**config.mk**
```make
export PLATFORM = sky130hd
export DESIGN_NAME = ram_ctrl
export DESIGN_NICKNAME = d
export VERILOG_FILES = /design/src/rtl/ram_ctrl.sv
export SDC_FILE = /design/constraint.sdc
export NUM_CORES = 1
export LEC_CHECK = 0
export BUFFER_PORTS_ARGS = -buffer_cell sky130_fd_sc_hd__clkbuf_2
export CAP_MARGIN = 5
export CORE_ASPECT_RATIO = 0.6
export CORE_UTILIZATION = 56
export CTS_CLUSTER_DIAMETER = 60
export DETAILED_ROUTE_END_ITERATION = 16
export HOLD_SLACK_MARGIN = 0.1
export PLACE_DENSITY = 0.88
export RECOVER_POWER = 25
export SYNTH_ARGS = -nofsm -noshare
export SYNTH_HDL_FRONTEND = slang
export SYNTH_SLANG_ARGS = --single-unit
```
**constraint.sdc**
```tcl
create_clock -name clk -period 7.1 [get_ports clk]
set_clock_uncertainty 0.2 [all_clocks]
set_input_delay 0.355 -clock clk [delete_from_list [all_inputs] [get_ports clk]]
set_output_delay 0.355 -clock clk [all_outputs]
set_load 0.01 [all_outputs]
```
**src/rtl/ram_ctrl.sv**
```systemverilog
// rtl/ram_ctrl.sv - command sequencer driving a 16x16 single-port registered-read RAM
// All RAM pins and rsp_* come straight from flops; busy/cmd_ready decode the state flop.
module ram_ctrl #(
  parameter int AW    = 4,
  parameter int DW    = 16,
  parameter int DEPTH = 16
) (
  input  logic          clk,
  input  logic          rst_n,
  input  logic          cmd_valid,
  output logic          cmd_ready,
  input  logic [1:0]    cmd_op,
  input  logic [AW-1:0] cmd_addr,
  input  logic [DW-1:0] cmd_data,
  output logic          rsp_valid,
  input  logic          rsp_ready,
  output logic [DW-1:0] rsp_data,
  output logic          rsp_err,
  output logic          busy,
  output logic          ram_we_n,
  output logic          ram_re_n,
  output logic [AW-1:0] ram_addr,
  output logic [DW-1:0] ram_wdata,
  input  logic [DW-1:0] ram_rdata
);

  typedef enum logic [2:0] {
    S_IDLE, S_WRITE, S_READ, S_RDWAIT, S_FILL, S_RESP
  } state_t;

  localparam logic [AW-1:0] LAST = AW'(DEPTH - 1);

  state_t        state_q, state_d;
  logic [DW-1:0] data_q, data_d;
  logic          err_q, err_d;
  logic [AW-1:0] cnt_q, cnt_d;
  logic          ram_we_n_q, ram_we_n_d;
  logic          ram_re_n_q, ram_re_n_d;
  logic [AW-1:0] ram_addr_q, ram_addr_d;
  logic [DW-1:0] ram_wdata_q, ram_wdata_d;
  logic          rsp_valid_q, rsp_valid_d;
  logic [DW-1:0] rsp_data_q, rsp_data_d;
  logic          rsp_err_q, rsp_err_d;
  logic          accept;

  assign accept = (state_q == S_IDLE) && cmd_valid;

  always_ff @(posedge clk or negedge rst_n) begin
    if (!rst_n) begin
      state_q     <= S_IDLE;
      data_q      <= '0;
      err_q       <= 1'b0;
      cnt_q       <= '0;
      ram_we_n_q  <= 1'b1;
      ram_re_n_q  <= 1'b1;
      ram_addr_q  <= '0;
      ram_wdata_q <= '0;
      rsp_valid_q <= 1'b0;
      rsp_data_q  <= '0;
      rsp_err_q   <= 1'b0;
    end else begin
      state_q     <= state_d;
      data_q      <= data_d;
      err_q       <= err_d;
      cnt_q       <= cnt_d;
      ram_we_n_q  <= ram_we_n_d;
      ram_re_n_q  <= ram_re_n_d;
      ram_addr_q  <= ram_addr_d;
      ram_wdata_q <= ram_wdata_d;
      rsp_valid_q <= rsp_valid_d;
      rsp_data_q  <= rsp_data_d;
      rsp_err_q   <= rsp_err_d;
    end
  end

  // Reserved ops spend one strobe-less cycle in WRITE so they answer one cycle after accept.
  always_comb begin
    state_d = state_q;
    case (state_q)
      S_IDLE: begin
        if (cmd_valid) begin
          case (cmd_op)
            2'b01:   state_d = S_READ;
            2'b10:   state_d = S_FILL;
            default: state_d = S_WRITE;
          endcase
        end
      end
      S_WRITE:  state_d = S_RESP;
      S_READ:   state_d = S_RDWAIT;
      S_RDWAIT: state_d = S_RESP;
      S_FILL:   if (cnt_q == LAST) state_d = S_RESP;
      S_RESP:   if (rsp_ready) state_d = S_IDLE;
      default:  state_d = S_IDLE;
    endcase
  end

  // Outputs are decoded from the next state so they land in flops on the same edge.
  always_comb begin
    data_d      = data_q;
    err_d       = err_q;
    if (accept) begin
      data_d = cmd_data;
      err_d  = (cmd_op == 2'b11);
    end
    cnt_d       = '0;
    ram_we_n_d  = 1'b1;
    ram_re_n_d  = 1'b1;
    ram_addr_d  = ram_addr_q;
    ram_wdata_d = ram_wdata_q;
    rsp_valid_d = 1'b0;
    rsp_data_d  = rsp_data_q;
    rsp_err_d   = rsp_err_q;
    case (state_d)
      S_WRITE: begin
        ram_we_n_d = err_d;
        if (!err_d) begin
          ram_addr_d  = cmd_addr;
          ram_wdata_d = cmd_data;
        end
      end
      S_READ: begin
        ram_re_n_d = 1'b0;
        ram_addr_d = cmd_addr;
      end
      S_FILL: begin
        ram_we_n_d  = 1'b0;
        cnt_d       = (state_q == S_FILL) ? cnt_q + 1'b1 : '0;
        ram_addr_d  = cnt_d;
        ram_wdata_d = data_d;
      end
      S_RESP: begin
        rsp_valid_d = 1'b1;
        if (state_q != S_RESP) begin
          rsp_err_d  = err_q;
          rsp_data_d = (state_q == S_RDWAIT) ? ram_rdata :
                       (err_q ? '0 : data_q);
        end
      end
      default: ;
    endcase
  end

  assign cmd_ready = (state_q == S_IDLE);
  assign busy      = (state_q != S_IDLE);
  assign ram_we_n  = ram_we_n_q;
  assign ram_re_n  = ram_re_n_q;
  assign ram_addr  = ram_addr_q;
  assign ram_wdata = ram_wdata_q;
  assign rsp_valid = rsp_valid_q;
  assign rsp_data  = rsp_data_q;
  assign rsp_err   = rsp_err_q;

endmodule

```
==> results of run 1 <==
==> Yosys cell counts, types with 4 or more instances <==
library cell,n
mux2i_1,19
mux2_2,16
nor3b_1,16
ha_1,4
clkbuf_1,7
o221a_1,16
nand2b_1,17
inv_1,25
nor2_1,7
nand2_1,4
dfrtp_1,62
a21oi_1,22
==> critical path, delay by kind of cell <==
| kind | cells | cell delay, ps |
|---|---|---|
| buffers and inverters | 3 | 2910 |
==> registers in the layout, indices dropped and copies added (netlist names) <==
name       cells
data_q        16
ram_wdata     16
rsp_data      16
cnt_q          4
ram_addr       4
state_q        3
err_q          1
ram_re_n       1
ram_we_n       1
rsp_err        1
rsp_valid      1
==> report_power, final <==
part,internal [W],leakage [nW],switching [W],total (W)
Sequential,0.000544,0.775,0.000135,0.000679
Combinational,0.000390,0.851,0.000431,0.000821
Clock,0.000155,0.0927,0.000134,0.000289
Total,0.00109,1.72,0.000700,0.00179
==> cell families after synthesis <==
kind of cell               share of synthesized area, %
AOI/OAI and AO/OA                                  12.7
xor gates and xnor gates                          0.574
adders and majority gates                          1.64
buffers and inverters                              6.52
DFF                                                52.6
muxes                                              13.4
and+or+nand+nor                                    12.6
==> how the worst max path moves through the flow <==
stage	from	to	slack [ps]	depth (start not counted)
after floorplan	state_q[1]	ram_wdata[10]	4610	7
after global placement	state_q[1]	ram_wdata[1]	3850	5
after detailed placement	state_q[1]	ram_wdata[3]	3690	5
after CTS	state_q[1]	ram_wdata[3]	3590	5
after global routing	rst_n	ram_wdata[10]	2600	3
final	rst_n	state_q[0]	3300	3
==> layout make-up <==
cell class                 instances  area share, %
multi-input combinational        151           32.5
timing repair buffer             110           16.3
clock inverter                     2          0.325
sequential                        64           41.6
tap                               66           2.14
clock buffer                      14           4.48
inverter                          27           2.63
==> stage by stage <==
stage / hold slack, ps / instances / power [W]
after floorplan: -141 / 258 / 0.00128
after CTS: 101 / 434 / 0.00183
after global routing: 108 / 434 / 0.00191
after global placement: 276 / 393 / 0.00147
final: 109 / 434 / 0.00179
after detailed placement: 280 / 393 / 0.00152
==> layer usage <==
metal / wire length (um) / track usage (%) / vias up
met2: 3380 / 46.5 / 87
met3: 446 / 7.55 / 5
li1: - / - / 1114
met5: 0 / 0 / -
met4: 53 / 6.30 / 0
met1: 3210 / 34.4 / 1141
==> what timing repair did <==
| action | in CTS | in global routing |
|---|---|---|
| hold buffers | 25 | 0 |
| hold endpoints to repair | 93 | 0 |
| setup buffers | 0 | 0 |
==> impl_metrics.json, run 1 <==
{
  "clock_sinks": 64,
  "ys_ff_latch": 64,
  "wire_per_inst_um": 16.3,
  "grt_antenna_before_repair": 0,
  "synthesis.instances": 258,
  "worst_hold_startpoint": "ram_rdata[12]",
  "timing.fmax_ghz": 0.263,
  "synth_enable_flop_cells": 0,
  "worst_skew_pair.late_latency_ps": 340,
  "port_buffers": 83,
  "synth_seq_area_share_pct": 52.6,
  "tns_ps": 0,
  "cts_tree": "done",
  "synthesis.area_per_instance_um2": 11.8,
  "layout_worst_path_cycle_share_pct": 53.6,
  "p_per_area_mw_per_mm2": 464,
  "dp_hpwl_um": 4690,
  "starting_utilization_of_the_core_area_pct": 59.2,
  "reg2reg_depth": 5,
  "ctsRootBufferMaster": "clkbuf_8",
  "multiInputGateArea_mm2": 0.00125,
  "final_hold_viol_count": 0,
  "max-cap-violations": 1,
  "dr_total_vias": 2347,
  "post_route_cells_drive_above_1_share_pct": 23.4,
  "final_common_cell": "dfrtp_1",
  "coreArea_mm2": 0.00515,
  "ctsResizeCount": 0,
  "worst-r2r-setup-slack_ps": 3600,
  "final_max_slew_viol_count": 65,
  "yosysWarningCount": 0,
  "end_kind": "asynchronous set/reset pin",
  "drcViolationCount": 0,
  "cts.htree.levels": 3,
  "synth.largest_area_cell": "dfrtp_1",
  "minimum_setup_slack_after_placement_ps": 3690,
  "crit_path_cell_trace": "dlygate4sd3_1 > buf_2 > clkbuf_1",
  "grt_remaining_overflow": 0,
  "area.growth.synth_to_final_pct": 26.3,
  "final_net_count": 409,
  "largest_net_degree_at_the_start_of_global_routing": 65,
  "io-pin-count": 84,
  "grt_setup_unrepaired": "false",
  "grt_pass1_vias": 2314,
  "place_area_mm2": 0.00347,
  "routability_cong": 0.905,
  "leakage_nw": 1.72,
  "synth_nets": 304,
  "worst-slew-pin-transition_ps": 3290,
  "cts-buffers-inserted": 9,
  "die_h_um": 59.2,
  "ir_worst_vdd_mv": 0.285,
  "route.final.wire_length_um": 7090,
  "n_fill_cell": 390,
  "critical_path_start_end_classification": "primary input to asynchronous set/reset pin",
  "layout_common_cells": "dfrtp_1, clkbuf_2, clkbuf_1",
  "fin_util_pct": 74.8,
  "setup-violations-final": 0,
  "synth.cell_area_mm2": 0.00305,
  "register_area_mm2": 0.00160,
  "ys.flop_type": "dfrtp_1",
  "antenna_cells": 0,
  "worstPathRequired_ps": 6610,
  "wire_length_of_the_first_global_routing_pass_um": 11400,
  "holdCritPathClass": "primary input to flop",
  "ff_to_ff_start": "state_q[1]",
  "global_route.usage.total_pct": 26.8,
  "synth-async-reset-ratio_pct": 100,
  "timing.final.ws_setup_ps": 3300,
  "critical_path.startpoint_type": "primary input",
  "fraction_of_post_synthesis_cell_area_in_the_top_cell_type_by_area_pct": 50.9,
  "cp.arrival_ps": 3310,
  "timing.critical_path.slowest_cell_delay_ps": 2300,
  "fin_crit_ps": 3800,
  "clk_path_buf_depth": 2,
  "postRouteAntennaNets": 0,
  "synth_area_leaders": "dfrtp_1, mux2i_1, mux2_2",
  "whs_endpoint": "rsp_data[12]",
  "die_area_mm2": 0.00576,
  "worst_path_max_delay_cell": "clkbuf_1",
  "status": "finished with violations",
  "cell_depth_of_the_worst_min_delay_path": 3,
  "firstDrtPassIters": 4,
  "maximum_fanout_along_the_worst_path": 64,
  "total_non_filler_cell_area_in_the_finished_layout_mm2": 0.00385,
  "synth_cell_type_count": 40,
  "violations": "capacitance limit, slew limit",
  "cts.reportedPaths.clkPinSlew_ps": 70,
  "drt-initial-drc-count": 111,
  "num_rows": 20,
  "maxSlewHeadroom_pct": -119,
  "die_outline_width_um": 97.3,
  "viasPerCell": 5.41,
  "worst_r2r_endpoint": "ram_wdata[3]"
}
No activity file was read; power rests on OpenSTA's default activity.
==> run 2: changes to the inputs <==
--- a/config.mk
+++ b/config.mk
@@ -8,11 +8,11 @@
 export BUFFER_PORTS_ARGS = -buffer_cell sky130_fd_sc_hd__clkbuf_2
 export CAP_MARGIN = 5
 export CORE_ASPECT_RATIO = 0.6
-export CORE_UTILIZATION = 56
+export CORE_UTILIZATION = 47
 export CTS_CLUSTER_DIAMETER = 60
 export DETAILED_ROUTE_END_ITERATION = 16
 export HOLD_SLACK_MARGIN = 0.1
-export PLACE_DENSITY = 0.88
+export PLACE_DENSITY = 0.79
 export RECOVER_POWER = 25
 export SYNTH_ARGS = -nofsm -noshare
 export SYNTH_HDL_FRONTEND = slang
==> constraint.sdc (replaced) <==
create_clock -name clk -period 3.47 [get_ports clk]
set_clock_uncertainty 0.2 [all_clocks]
set_input_delay 0.1735 -clock clk [delete_from_list [all_inputs] [get_ports clk]]
set_output_delay 0.1735 -clock clk [all_outputs]
set_load 0.01 [all_outputs]
==> impl_metrics.json, run 2 (same netlist as run 1, synthesis figures left out) <==
{
  "io-pin-count": 84,
  "global_route.usage.total_pct": 22.8,
  "clk_path_buf_depth": 2,
  "final_common_cell": "dfrtp_1",
  "dr_total_vias": 2380,
  "netSwitchingPower_w": 0.00144,
  "ir_worst_vdd_mv": 0.447,
  "crit_path_cell_trace": "or3b_1 > o22a_1 > a211oi_4 > o21a_1 > o221a_1",
  "worst-r2r-setup-slack_ps": 600,
  "num_rows": 22,
  "die_area_mm2": 0.00683,
  "layoutNonFillerInstCount": 467,
  "grt_pass1_vias": 2409,
  "critical_path.startpoint_type": "flop",
  "postRouteAntennaNets": 0,
  "worst_r2r_endpoint": "ram_wdata[10]",
  "wire_length_of_the_first_global_routing_pass_um": 11700,
  "setup-violations-final": 0,
  "worst_path_dominant_cell_family": "compound AO/OA/AOI/OAI gates",
  "cts.htree.levels": 3,
  "p_int_w": 0.00226,
  "cts.reportedPaths.clkPinSlew_ps": 70,
  "critical_path_buf_inv_count": 0,
  "p_per_area_mw_per_mm2": 918,
  "die_outline_width_um": 106,
  "area.growth.synth_to_final_pct": 32.2,
  "worst_path_max_delay_cell": "o21a_1",
  "final_hold_viol_count": 0,
  "layout_worst_path_cycle_share_pct": 82.7,
  "swShare_pct": 39.0,
  "grt_remaining_overflow": 0,
  "fin_util_pct": 65.1,
  "reg2reg_depth": 5,
  "coreArea_mm2": 0.00619,
  "combPwrFrac_pct": 45.8,
  "proportion_of_power_drawn_by_flip_flops_and_latches_pct": 37.4,
  "cts_tree": "done",
  "grt_antenna_before_repair": 0,
  "drcViolationCount": 0,
  "final_max_slew_viol_count": 0,
  "routability_cong": 0.871,
  "leakage_nw": 1.78,
  "ff_to_ff_start": "state_q[2]",
  "numPlacedInstances": 414,
  "timing.fmax_ghz": 0.348,
  "max-cap-violations": 0,
  "maxSlewHeadroom_pct": 26.8,
  "final_net_count": 424,
  "route.final.wire_length_um": 7230,
  "status": "complete, no violations",
  "cell_depth_of_the_worst_min_delay_path": 3,
  "whs_endpoint": "err_q",
  "holdCritPathClass": "primary input to flop",
  "viasPerCell": 5.10,
  "antenna_cells": 0,
  "worst_skew_pair.late_latency_ps": 330,
  "worst_hold_startpoint": "cmd_valid",
  "timing.critical_path.slowest_cell_delay_ps": 640,
  "critical_path_start_end_classification": "flop to flop",
  "tns_ps": 0,
  "wire_per_inst_um": 15.5,
  "maximum_fanout_along_the_worst_path": 17,
  "firstDrtPassIters": 4,
  "layout_common_cells": "dfrtp_1, clkbuf_2, clkbuf_1",
  "starting_utilization_of_the_core_area_pct": 49.3,
  "dp_hpwl_um": 4940,
  "port_buffers": 83,
  "fin_crit_ps": 2870,
  "p_clk_share_pct": 16.9,
  "clock_sinks": 64,
  "cp.arrival_ps": 2940,
  "end_kind": "flop",
  "post_route_cells_drive_above_1_share_pct": 23.8,
  "ctsRootBufferMaster": "clkbuf_8",
  "cts-buffers-inserted": 9,
  "largest_net_degree_at_the_start_of_global_routing": 51,
  "die_h_um": 64.4,
  "worst-slew-pin-transition_ps": 1100,
  "worstPathRequired_ps": 3540,
  "drt-initial-drc-count": 139,
  "critical_path.startpoint": "state_q[2]",
  "grt_setup_unrepaired": "false"
}
==> run 2: cell count changes in the layout (fill, tap and decap cells not counted), sizes merged <==
cell         delta
buf             +4
clkinvlp        +2
bufinv          +1
clkbuf          -6
clkinv          +1
dlygate4sd3    +12
inv             +1
==> run 2: final cells by class <==
class | count | area, um2
fill | 518 | 2160
multi-input combinational | 151 | 1250
clock buffer | 9 | 124
inverter | 27 | 101
clock inverter | 7 | 71.3
timing repair buffer | 125 | 773
sequential | 64 | 1600
tap | 84 | 105
==> run 2: layer usage <==
| metal | vias to the layer above | global-route usage, % | part of all wire [%] |
|---|---|---|---|
| met5 | - | 0 | 0 |
| met3 | 4 | 7.24 | 5.7 |
| met1 | 1159 | 31.3 | 49 |
| met2 | 73 | 35.6 | 45 |
| met4 | 0 | 4.51 | 0.32 |
| li1 | 1144 | - | - |
==> run 2: timing repair <==
action	in CTS	in global routing
hold endpoints to repair	100	0
hold buffers	37	0
resized for setup	0	0
setup buffers	0	0
setup endpoints to repair	0	0
==> run 2: power by group through the flow <==
| stage | logic [W] | clock network, W | registers [W] |
|---|---|---|---|
| final | 0.00169 | 0.000624 | 0.00138 |
| after global routing | 0.00186 | 0.000682 | 0.00142 |
| after CTS | 0.00177 | 0.000643 | 0.00138 |
| after detailed placement | 0.00174 | 0 | 0.00139 |
| after global placement | 0.00167 | 0 | 0.00138 |
| after floorplan | 0.00124 | 0 | 0.00138 |
==> run 2: worst min-delay path, cell delays in order <==
cell,delay [ps]
clkbuf_2,120
nor4b_4,150
mux2_4,220
==> run 2: per-stage QoR <==
stage | hold WS [ps] | instance area [um2] | total power [W] | worst slack [ps]
2_1_floorplan | -322 | 3050 | 0.00262 | 975
3_3_place_gp | 227 | 3520 | 0.00304 | 782
3_5_place_dp | 235 | 3520 | 0.00313 | 651
4_1_cts | 159 | 4080 | 0.00379 | 624
5_1_grt | 174 | 4030 | 0.00397 | 443
6_report | 172 | 4030 | 0.00370 | 599
==> run 2: how the worst max path moves through the flow <==
stage	to	cells after the start
4_1_cts	ram_wdata[10]	5
2_1_floorplan	ram_wdata[10]	7
3_5_place_dp	ram_wdata[10]	5
6_report	ram_wdata[10]	5
5_1_grt	ram_wdata[10]	5
3_3_place_gp	ram_wdata[3]	5
